File: src/rtl/hazard_ctrl.sv
// Interlock and forwarding controller for a five-stage pipeline: load-use stall,
// EX-stage operand forwarding selects and one-cycle squash behind a taken redirect.
module hazard_ctrl #(
  parameter int CNT_W = 16
) (
  input  logic             clk,
  input  logic             clr,
  input  logic [4:0]       id_rs,
  input  logic [4:0]       id_rt,
  input  logic [4:0]       id_rn,
  input  logic             id_use_rs,
  input  logic             id_use_rt,
  input  logic             id_wreg,
  input  logic             id_m2reg,
  input  logic             id_redirect,
  output logic             stall,
  output logic             wpcir,
  output logic [1:0]       fwda,
  output logic [1:0]       fwdb,
  output logic             squash,
  output logic [CNT_W-1:0] stall_cnt,
  output logic [CNT_W-1:0] squash_cnt
);

  localparam logic [CNT_W-1:0] CNT_ONE = {{(CNT_W-1){1'b0}}, 1'b1};
  localparam logic [CNT_W-1:0] CNT_MAX = {CNT_W{1'b1}};

  logic [4:0]       ex_rn_q, mem_rn_q;
  logic             ex_wreg_q, ex_m2reg_q, mem_wreg_q, mem_m2reg_q;
  logic             squash_q, squash_d;
  logic [CNT_W-1:0] stall_cnt_q, stall_cnt_d, squash_cnt_q, squash_cnt_d;
  logic             v, ex_load_nz, issue;

  // Select for one source operand; EX (youngest) is checked before MEM.
  function automatic logic [1:0] fwd_sel(
    input logic [4:0] src, input logic use_src, input logic valid,
    input logic [4:0] e_rn, input logic e_wreg, input logic e_m2reg,
    input logic [4:0] m_rn, input logic m_wreg, input logic m_m2reg
  );
    logic [1:0] sel;
    sel = 2'd0;
    if (valid && use_src) begin
      if (e_wreg && !e_m2reg && e_rn == src && e_rn != 5'd0)
        sel = 2'd1;
      else if (m_wreg && !m_m2reg && m_rn == src && m_rn != 5'd0)
        sel = 2'd2;
      else if (m_wreg && m_m2reg && m_rn == src && m_rn != 5'd0)
        sel = 2'd3;
    end
    return sel;
  endfunction

  always_comb begin
    v          = ~squash_q;
    ex_load_nz = ex_wreg_q & ex_m2reg_q & (ex_rn_q != 5'd0);
    stall      = v & ex_load_nz &
                 ((id_use_rs & (ex_rn_q == id_rs)) | (id_use_rt & (ex_rn_q == id_rt)));
    wpcir      = ~stall;
    issue      = v & ~stall;
    fwda       = fwd_sel(id_rs, id_use_rs, v, ex_rn_q, ex_wreg_q, ex_m2reg_q,
                         mem_rn_q, mem_wreg_q, mem_m2reg_q);
    fwdb       = fwd_sel(id_rt, id_use_rt, v, ex_rn_q, ex_wreg_q, ex_m2reg_q,
                         mem_rn_q, mem_wreg_q, mem_m2reg_q);
    // A redirect seen during a stall is dropped; ID is re-presented next cycle.
    squash_d   = issue & id_redirect;
    stall_cnt_d  = stall_cnt_q;
    squash_cnt_d = squash_cnt_q;
    if (stall && stall_cnt_q != CNT_MAX)
      stall_cnt_d = stall_cnt_q + CNT_ONE;
    if (squash_q && squash_cnt_q != CNT_MAX)
      squash_cnt_d = squash_cnt_q + CNT_ONE;
  end

  always_ff @(posedge clk or posedge clr) begin
    if (clr) begin
      ex_rn_q      <= 5'd0;
      ex_wreg_q    <= 1'b0;
      ex_m2reg_q   <= 1'b0;
      mem_rn_q     <= 5'd0;
      mem_wreg_q   <= 1'b0;
      mem_m2reg_q  <= 1'b0;
      squash_q     <= 1'b0;
      stall_cnt_q  <= '0;
      squash_cnt_q <= '0;
    end else begin
      mem_rn_q     <= ex_rn_q;
      mem_wreg_q   <= ex_wreg_q;
      mem_m2reg_q  <= ex_m2reg_q;
      ex_rn_q      <= id_rn;
      ex_wreg_q    <= id_wreg & issue;
      ex_m2reg_q   <= id_m2reg & issue;
      squash_q     <= squash_d;
      stall_cnt_q  <= stall_cnt_d;
      squash_cnt_q <= squash_cnt_d;
    end
  end

  assign squash     = squash_q;
  assign stall_cnt  = stall_cnt_q;
  assign squash_cnt = squash_cnt_q;

endmodule

File: config.mk
export PLATFORM = sky130hd
export DESIGN_NAME = hazard_ctrl
export DESIGN_NICKNAME = d
export VERILOG_FILES = /design/src/rtl/hazard_ctrl.sv
export SDC_FILE = /design/constraint.sdc
export NUM_CORES = 1
export LEC_CHECK = 0
export ABC_CLOCK_PERIOD_IN_PS = 2300
export CORE_ASPECT_RATIO = 0.5
export CORE_MARGIN = 3
export CORE_UTILIZATION = 49
export DETAILED_ROUTE_END_ITERATION = 10
export PLACE_DENSITY_LB_ADDON = 0.25
export SKIP_LAST_GASP = 1
export SYNTH_ARGS = -nofsm -noshare
export SYNTH_HDL_FRONTEND = slang
export SYNTH_SLANG_ARGS = --single-unit
File: constraint.sdc
create_clock -name clk -period 2.3 [get_ports clk]
set_input_delay 0.23 -clock clk [delete_from_list [all_inputs] [get_ports clk]]
set_output_delay 0.23 -clock clk [all_outputs]
set_load 0.01 [all_outputs]
## Word-level counts from Yosys, hierarchy flattened

Cells that the tools add are included.

| word-level totals | value |
|---|---|
| output and inout bits | 39 |
| bits of input ports | 22 |
| register bits | 47 |
| logic and storage cells | 61 |

| cells by class | value |
|---|---|
| multiplexer cells | 8 |
| eq/ne operators | 6 |
| bitwise operators | 13 |
| reductions and logical operators | 23 |
| $add $sub $neg | 2 |

Operators by type and width:

| kind | number |
|---|---|
| adder 16 x 1 -> 16 bit, second input constant | 2 |
| != test 16 bit, second input constant | 2 |
| == test 5 bit | 4 |
| logical AND 1 bit | 19 |
| 2-to-1 mux 2 bit | 8 |
| AND 1 bit | 10 |
| nonzero test 5 bit | 2 |
| zero test 1 bit | 2 |
| NOT 1 bit | 2 |
| OR 1 bit | 1 |

## Depth between registers and ports, before layout

Gate-level depths: netlist of run 1.

| logic depth | value |
|---|---|
| depth after elaboration | 7 |
| depth in mapped cells | 6 |
| mapped depth without buffers | 6 |

## Worst setup path before layout of run 1

OpenSTA, ideal clock, no wires.

| timing | value |
|---|---|
| path kind | register to register |
| start | register stall_cnt_q[0], in the netlist stall_cnt[0] |
| end | register stall_cnt_q[1], in the netlist stall_cnt[1] |
| setup time | 128 ps |
| data required time | 2172 ps |
| arrival | 1903 ps |
| cell stages (with the launch flop) | 7 |
| period minus slack after synthesis | 2031 ps |
| slack | 269 ps |
| cell sequence | dfrtp_1 > ha_1 > nand4_1 > or3_4 > o21a_1 > nand2_1 > mux2_1 |

| on the way | value |
|---|---|
| word-level cells in the longest chain between the ends | 2 |
| elaborated cells between the ends (all ways) | 3 |

Ends and longest elaborated chain:

| element | RTL line | source |
|---|---|---|
| start: declaration | 31 | `logic [CNT_W-1:0] stall_cnt_q, stall_cnt_d, squash_cnt_q, squash_cnt_d;` |
| start signal: assignment | 93 | `stall_cnt_q <= stall_cnt_d;` |
| parallel branches: the longest is 2 deep, another holds adder 16 x 1 -> 16 bit | -- |  |

Several ways; the timed one is not identified.
A chain may end at the register's enable or synchronous reset.

## Worst setup path in the final report of run 1

| timing | value |
|---|---|
| start | register mem_rn_q[0] |
| end | output port fwda[0] |

| on the way | value |
|---|---|
| word-level cells in the longest chain between the ends | 7 |
| elaborated cells between the ends (all ways) | 10 |

Ends and longest elaborated chain:

| element | RTL line | source |
|---|---|---|
| start: declaration | 28 | `logic [4:0] ex_rn_q, mem_rn_q;` |
| start signal: assignment | 86 | `mem_rn_q <= ex_rn_q;` |
| == test 5 bit | 45, 47 |  |
| logical AND 1 bit (2 in series) | 47 | `else if (m_wreg && m_m2reg && m_rn == src && m_rn != 5'd0)` |
| 2-to-1 mux 2 bit | 47 |  |
| 2-to-1 mux 2 bit (*) | 45 | `else if (m_wreg && !m_m2reg && m_rn == src && m_rn != 5'd0)` |
| 2-to-1 mux 2 bit (*) | 43 | `if (e_wreg && !e_m2reg && e_rn == src && e_rn != 5'd0)` |
| 2-to-1 mux 2 bit (*) | 42 | `if (valid && use_src) begin` |
| end: declaration | 18 | `output logic [1:0] fwda,` |

Every way passes the cells marked *; elsewhere a longest branch is shown, timed or not.

==> results of run 1 <==
==> cell families after synthesis <==
group,after synthesis
compound gates,16
flops,47
mux,5
simple gates,94
xor+xnor,46
fa+ha+maj,2
buf+inv,7
==> worst paths after layout <==
kind | end | start | cells after the start
worst max register to register | stall_cnt[14]$_DFFE_PP0P_ | ex_rn_q[3]$_DFF_PP0_ | 7
min in group asynchronous | stall_cnt[5]$_DFFE_PP0P_ | clr | 3
max in group asynchronous | ex_rn_q[1]$_DFF_PP0_ | clr | 3
worst min-delay path | ex_rn_q[0]$_DFF_PP0_ | id_rn[0] | 1
worst min register to register | mem_wreg_q$_DFF_PP0_ | ex_wreg_q$_DFF_PP0_ | 0
worst max-delay path | fwda[0] | mem_rn_q[0]$_DFF_PP0_ | 5
==> timing repair <==
action	in CTS	in global routing
pin swaps	0	1
setup buffers	1	0
gates cloned	0	0
setup endpoints to repair	6	4
gates resized for setup	8	9
hold endpoints to repair	0	0
==> flip-flops by register name (all words and copies together) (netlist names) <==
signal / flops
stall_cnt: 16
squash_cnt: 16
mem_m2reg_q: 1
mem_wreg_q: 1
ex_rn_q: 5
ex_m2reg_q: 1
mem_rn_q: 5
squash: 1
ex_wreg_q: 1
==> layout by cell type, fill, tap and decap left out, types with 3 or more instances in the layout <==
cell type	netlist	layout
and3_1	7	7
buf_4	0	16
clkbuf_8	0	7
clkdlybuf4s50_1	0	56
dfrtp_1	47	47
dlygate4sd2_1	0	3
inv_1	5	4
nand2_1	11	11
nand3_1	20	19
nand4_1	11	11
nor2_1	13	12
nor3_1	10	8
nor3b_1	3	3
nor4_2	2	3
o21ai_0	4	3
xnor2_1	26	26
xor2_1	20	20
==> cell type report <==
cell class | instances | area (um2) | share of cell area
Clock buffer | 8 | 100 | 0.0303
Inverter | 5 | 18.8 | 0.00568
Multi-Input combinational cell | 163 | 1210 | 0.367
Sequential cell | 47 | 1180 | 0.356
Tap cell | 66 | 82.6 | 0.0250
Timing Repair Buffer | 76 | 712 | 0.216
==> power by group <==
part           switching, mW  total [mW]  internal, mW
combinational          0.168       0.398         0.230
sequential             0.101       0.997         0.896
clock                  0.258       0.532         0.274
==> stage by stage <==
| step | utilization | setup TNS, ns | total power, mW | worst slack, ns |
|---|---|---|---|---|
| after floorplan | - | 0 | 1.18 | 0.269 |
| after global placement | 0.698 | -0.162 | 1.38 | -0.0534 |
| after detailed placement | 0.698 | -0.325 | 1.40 | -0.0792 |
| after CTS | 0.723 | -0.261 | 1.94 | -0.134 |
| after global routing | 0.729 | -0.362 | 2.03 | -0.184 |
| final | 0.729 | -0.195 | 1.93 | -0.110 |
==> routing by layer <==
metal	up-vias	wire, um
li1	934	-
met3	8	257
met5	-	0
met4	0	63
met1	984	2250
met2	54	2840
==> results_dict.tcl, run 1 <==
set metrics [dict create \
    synth-adder-area-share 0.0105 \
    n_antenna_cell 0 \
    min_path_type "input port to register" \
    synth_area_um2 2380 \
    grt_overflow 0 \
    yosysWarningCount 0 \
    top_usage_layer "met2" \
    finalCritPeriodShare 1.05 \
    drc 0 \
    cts_buffers 5 \
    period_needed_ns 2.41 \
    hold_viol 0 \
    detail-route-antenna-nets 0 \
    cp_top_family "simple AND/OR/NAND/NOR gates" \
    ctsRootBufferMaster "clkbuf_8" \
    synth_top_area_share 0.494 \
    ys_seq_area_frac 0.494 \
    drt_iter0_drc 94 \
    setup.worst_path.start_class "register" \
    async_reset_ff_frac 1.00 \
    cts_tree "done" \
    drive_above_1_share 0.154 \
    vdd_drop_max_uv 636 \
    instances_no_fill 365 \
    syn_inst 217 \
    path_class "register to output port" \
    fillers 343 \
    dp_cells 356 \
    synth_flop_cell "dfrtp_1" \
    fmax_mhz 415 \
    synth_commonest_cells "47 x dfrtp_1, 26 x xnor2_1, 20 x nand3_1, 20 x xor2_1, 13 x nor2_1" \
    synthXorXnorAreaFrac 0.169 \
    synth.distinct_cells 39 \
    clock-sinks 47 \
    use_met3 0.0513 \
    slew_headroom 0.612 \
    power_density_nw_per_um2 583 \
    synth-edff-count 0 \
    gr-usage-all-layers 0.195 \
    synth_area_per_cell_um2 11.0 \
    place_hpwl_um 4000 \
    crit_chain "or4_4 -> o21a_1 -> a31oi_1 -> nor2_1 -> clkdlybuf4s50_1" \
    start_util 0.526 \
    cp_slowest_cell "or4_4" \
    nets 322 \
    cp.required_ns 2.07 \
    h-tree-depth 2 \
    setup_slack_ns -0.110 \
    yosysTopAreaCell "dfrtp_1" \
    area_growth_pct 38.7 \
    synth-compound-area-share 0.0531 \
    yosys-top-cells-area "dfrtp_1 49%, xnor2_1 9.6%, xor2_1 7.4%, nand3_1 4.2%, nand4_1 2.9%" \
    grt_pass1_wl_um 9110 \
    dieArea_um2 5780 \
    ctsHoldBuffers 0 \
    first_global_vias 1980 \
    port_buffers 60 \
    setup_viol 2 \
    dpl-instance-area_um2 3160 \
    dr_total_vias 1980 \
    clkTransAtPathRegs_ns 0.08 \
    grt_util_met1 0.239 \
    gp_congestion 0.860 \
    core.rowCount 17 \
    maxCapViolCount 0 \
    p_leak_nw 1.39 \
    drt-wirelength-per-cell_um 14.8 \
    cts_buffer_depth 2 \
    synth_seq_cells 47 \
    worstSetupEndpointType "output port" \
    violations "negative setup slack" \
    io_pins 61 \
    via_per_inst 5.42 \
    synth_mux_area_frac 0.0231 \
    use_met2 0.334 \
    yosys.area_share.simple 0.236 \
    clk_latency_ns 0.29 \
    maxSlewViolCount 0 \
    cp_num_buf_inv 1 \
    detail_route.first_pass.iterations 4 \
    fin_area_um2 3300 \
    die_w_um 105 \
    synth_most_common_cell "dfrtp_1" \
    critical_path.max_stage_delay_ns 0.56 \
    fp.dieH_um 55.3 \
    skew_ns 0.00432 \
    antenna_found_initial 0 \
    grt_max_degree 48 \
    fin_hold_ws_ns 0.368 \
    synth.net_count 241 \
    worst_pin_slew_ns 0.582 \
    path_max_fanout 3 \
    synth_top_family_by_area "simple AND/OR/NAND/NOR gates" \
    r2r_setup_slack_ns 0.16 \
    status "finished with violations" \
    arrival_ns 2.18 \
    core_um2 4530 \
    routed_wl_um 5410 \
    rsz0062_at_grt "true" \
]
No activity file was read; power rests on OpenSTA's default activity.
==> inputs of run 2 (changes only) <==
--- a/config.mk
+++ b/config.mk
@@ -9,9 +9,11 @@
 export CORE_ASPECT_RATIO = 0.5
 export CORE_MARGIN = 3
 export CORE_UTILIZATION = 49
+export CTS_CLUSTER_SIZE = 25
 export DETAILED_ROUTE_END_ITERATION = 10
 export PLACE_DENSITY_LB_ADDON = 0.25
 export SKIP_LAST_GASP = 1
+export SLEW_MARGIN = 30
 export SYNTH_ARGS = -nofsm -noshare
 export SYNTH_HDL_FRONTEND = slang
 export SYNTH_SLANG_ARGS = --single-unit
==> results of run 2 <==
Final layout, timing and power as in run 1 (identical DEF).
==> inputs of run 3 (changes only) <==
--- a/config.mk
+++ b/config.mk
@@ -8,7 +8,7 @@
 export ABC_CLOCK_PERIOD_IN_PS = 2300
 export CORE_ASPECT_RATIO = 0.5
 export CORE_MARGIN = 3
-export CORE_UTILIZATION = 49
+export CORE_UTILIZATION = 44
 export CTS_CLUSTER_SIZE = 25
 export DETAILED_ROUTE_END_ITERATION = 10
 export PLACE_DENSITY_LB_ADDON = 0.25
==> results_dict.tcl, run 3 (synthesized netlist as in run 1, its figures left out) <==
set metrics [dict create \
    status "finished, final reports clean" \
    n_antenna_cell 0 \
    antenna_found_initial 0 \
    hold_viol 0 \
    via_per_inst 5.15 \
    clkPwrFrac 0.340 \
    crit_chain "or4_4 -> o21ai_4 -> nor3_2 -> a31oi_1 -> nor2_1 -> dlygate4sd2_1" \
    min_path_type "input port to register" \
    cts_buffers 5 \
    dieArea_um2 6380 \
    final_cell_mix "54 x clkdlybuf4s50_1, 46 x dfrtp_1, 24 x xnor2_1" \
    cp_num_buf_inv 1 \
    skew_ns 0.0112 \
    ctsRootBufferMaster "clkbuf_8" \
    drive_above_1_share 0.168 \
    power.total_mw 2.12 \
    place_hpwl_um 4020 \
    mostFrequentLayoutCell "clkdlybuf4s50_1" \
    worst_pin_slew_ns 0.588 \
    gr-usage-all-layers 0.178 \
    maxSlewViolCount 0 \
    drt_iter0_drc 97 \
    detail_route.first_pass.iterations 4 \
    drt-wirelength-per-cell_um 14.5 \
    fin_hold_ws_ns 0.360 \
    path_class "register to output port" \
    cts_buffer_depth 2 \
    clock-sinks 47 \
    gp_congestion 0.876 \
    io_pins 61 \
    detail-route-antenna-nets 0 \
    cp_top_family "simple AND/OR/NAND/NOR gates" \
    slew_headroom 0.608 \
    finalCritPeriodShare 0.954 \
    cts_tree "done" \
    path_max_fanout 2 \
    dr_total_vias 1922 \
    sequentialPowerShare 0.471 \
    clkTransAtPathRegs_ns 0.08 \
    grt_max_degree 48 \
    first_global_vias 1832 \
    grt_pass1_wl_um 8690 \
    fp.dieH_um 58.0 \
    cp_slowest_cell "or4_4" \
    start_util 0.470 \
    critical_path.max_stage_delay_ns 0.57 \
    p_leak_nw 1.43 \
    p_sw_mw 0.552 \
    nets 326 \
    power_density_nw_per_um2 629 \
    setup_viol 0 \
    intPower_mw 1.56 \
    instances_no_fill 373 \
    routed_wl_um 5410 \
    core_um2 5070 \
    worstSetupEndpointType "output port" \
    area_growth_pct 41.2 \
    core.rowCount 18 \
    arrival_ns 1.96 \
    die_w_um 110 \
    dp_cells 363 \
    clk_latency_ns 0.31 \
    port_buffers 60 \
    fmax_mhz 456 \
    final_util 0.663 \
    ctsHoldBuffers 0 \
    drc 0 \
    pwr-share-comb 0.189 \
    maxCapViolCount 0 \
    period_needed_ns 2.19 \
    cp.required_ns 2.07 \
    swShare 0.261 \
    vdd_drop_max_uv 565 \
    grt_overflow 0 \
    h-tree-depth 2 \
    setup.worst_path.start_class "register" \
]
[run 3: repair_timing]
action / in CTS / in global routing
endpoints found under the setup margin: 6 / 6
resized for setup: 11 / 14
pin swaps: 2 / 5
setup buffers: 1 / 1
[run 3: power groups by stage]
| stage | clock, mW | combinational, mW | sequential, mW |
|---|---|---|---|
| after floorplan | 0 | 0.159 | 1.02 |
| after global placement | 0 | 0.384 | 1.01 |
| after detailed placement | 0 | 0.395 | 1.01 |
| after CTS | 0.746 | 0.401 | 0.995 |
| after global routing | 0.783 | 0.435 | 1.01 |
| final | 0.720 | 0.400 | 0.996 |
[run 3: through the flow]
stage / setup slack (ns) / cell area (um2) / setup TNS [ns]
floorplan: 0.269 / 2380 / 0
global placement: -0.0883 / 3190 / -0.105
detailed placement: -0.105 / 3190 / -0.286
CTS: -0.0143 / 3340 / -0.0233
global route: -0.0299 / 3360 / -0.0555
finish: 0.106 / 3360 / 0
[run 3: final timing paths]
path / end / depth (start not counted) / from / slack, ns
min reg2reg: mem_wreg_q$_DFF_PP0_ / 0 / ex_wreg_q$_DFF_PP0_ / 0.41
max: fwda[0] / 6 / ex_rn_q[0]$_DFF_PP0_ / 0.11
min: ex_rn_q[4]$_DFF_PP0_ / 1 / id_rn[4] / 0.36
max in group asynchronous: ex_rn_q[4]$_DFF_PP0_ / 3 / clr / 1.51
max reg2reg: stall_cnt[14]$_DFFE_PP0P_ / 7 / ex_rn_q[2]$_DFF_PP0_ / 0.16
min in group asynchronous: ex_rn_q[3]$_DFF_PP0_ / 3 / clr / 0.38
[run 3: layout make-up]
class	count	area, um2
multi-input combinational	163	1210
sequential	47	1180
clock buffer	5	68.8
tap	70	87.6
clock inverter	3	67.6
fill	406	1710
timing repair buffer	80	733
inverter	5	18.8
[run 3: layer usage]
layer / global-route usage / share of wire / vias to the layer above
met5: 0 / 0 / -
li1: - / - / 944
met3: 0.0590 / 0.046 / 6
met4: 0.0426 / 0.011 / 0
met2: 0.272 / 0.48 / 36
met1: 0.247 / 0.46 / 936
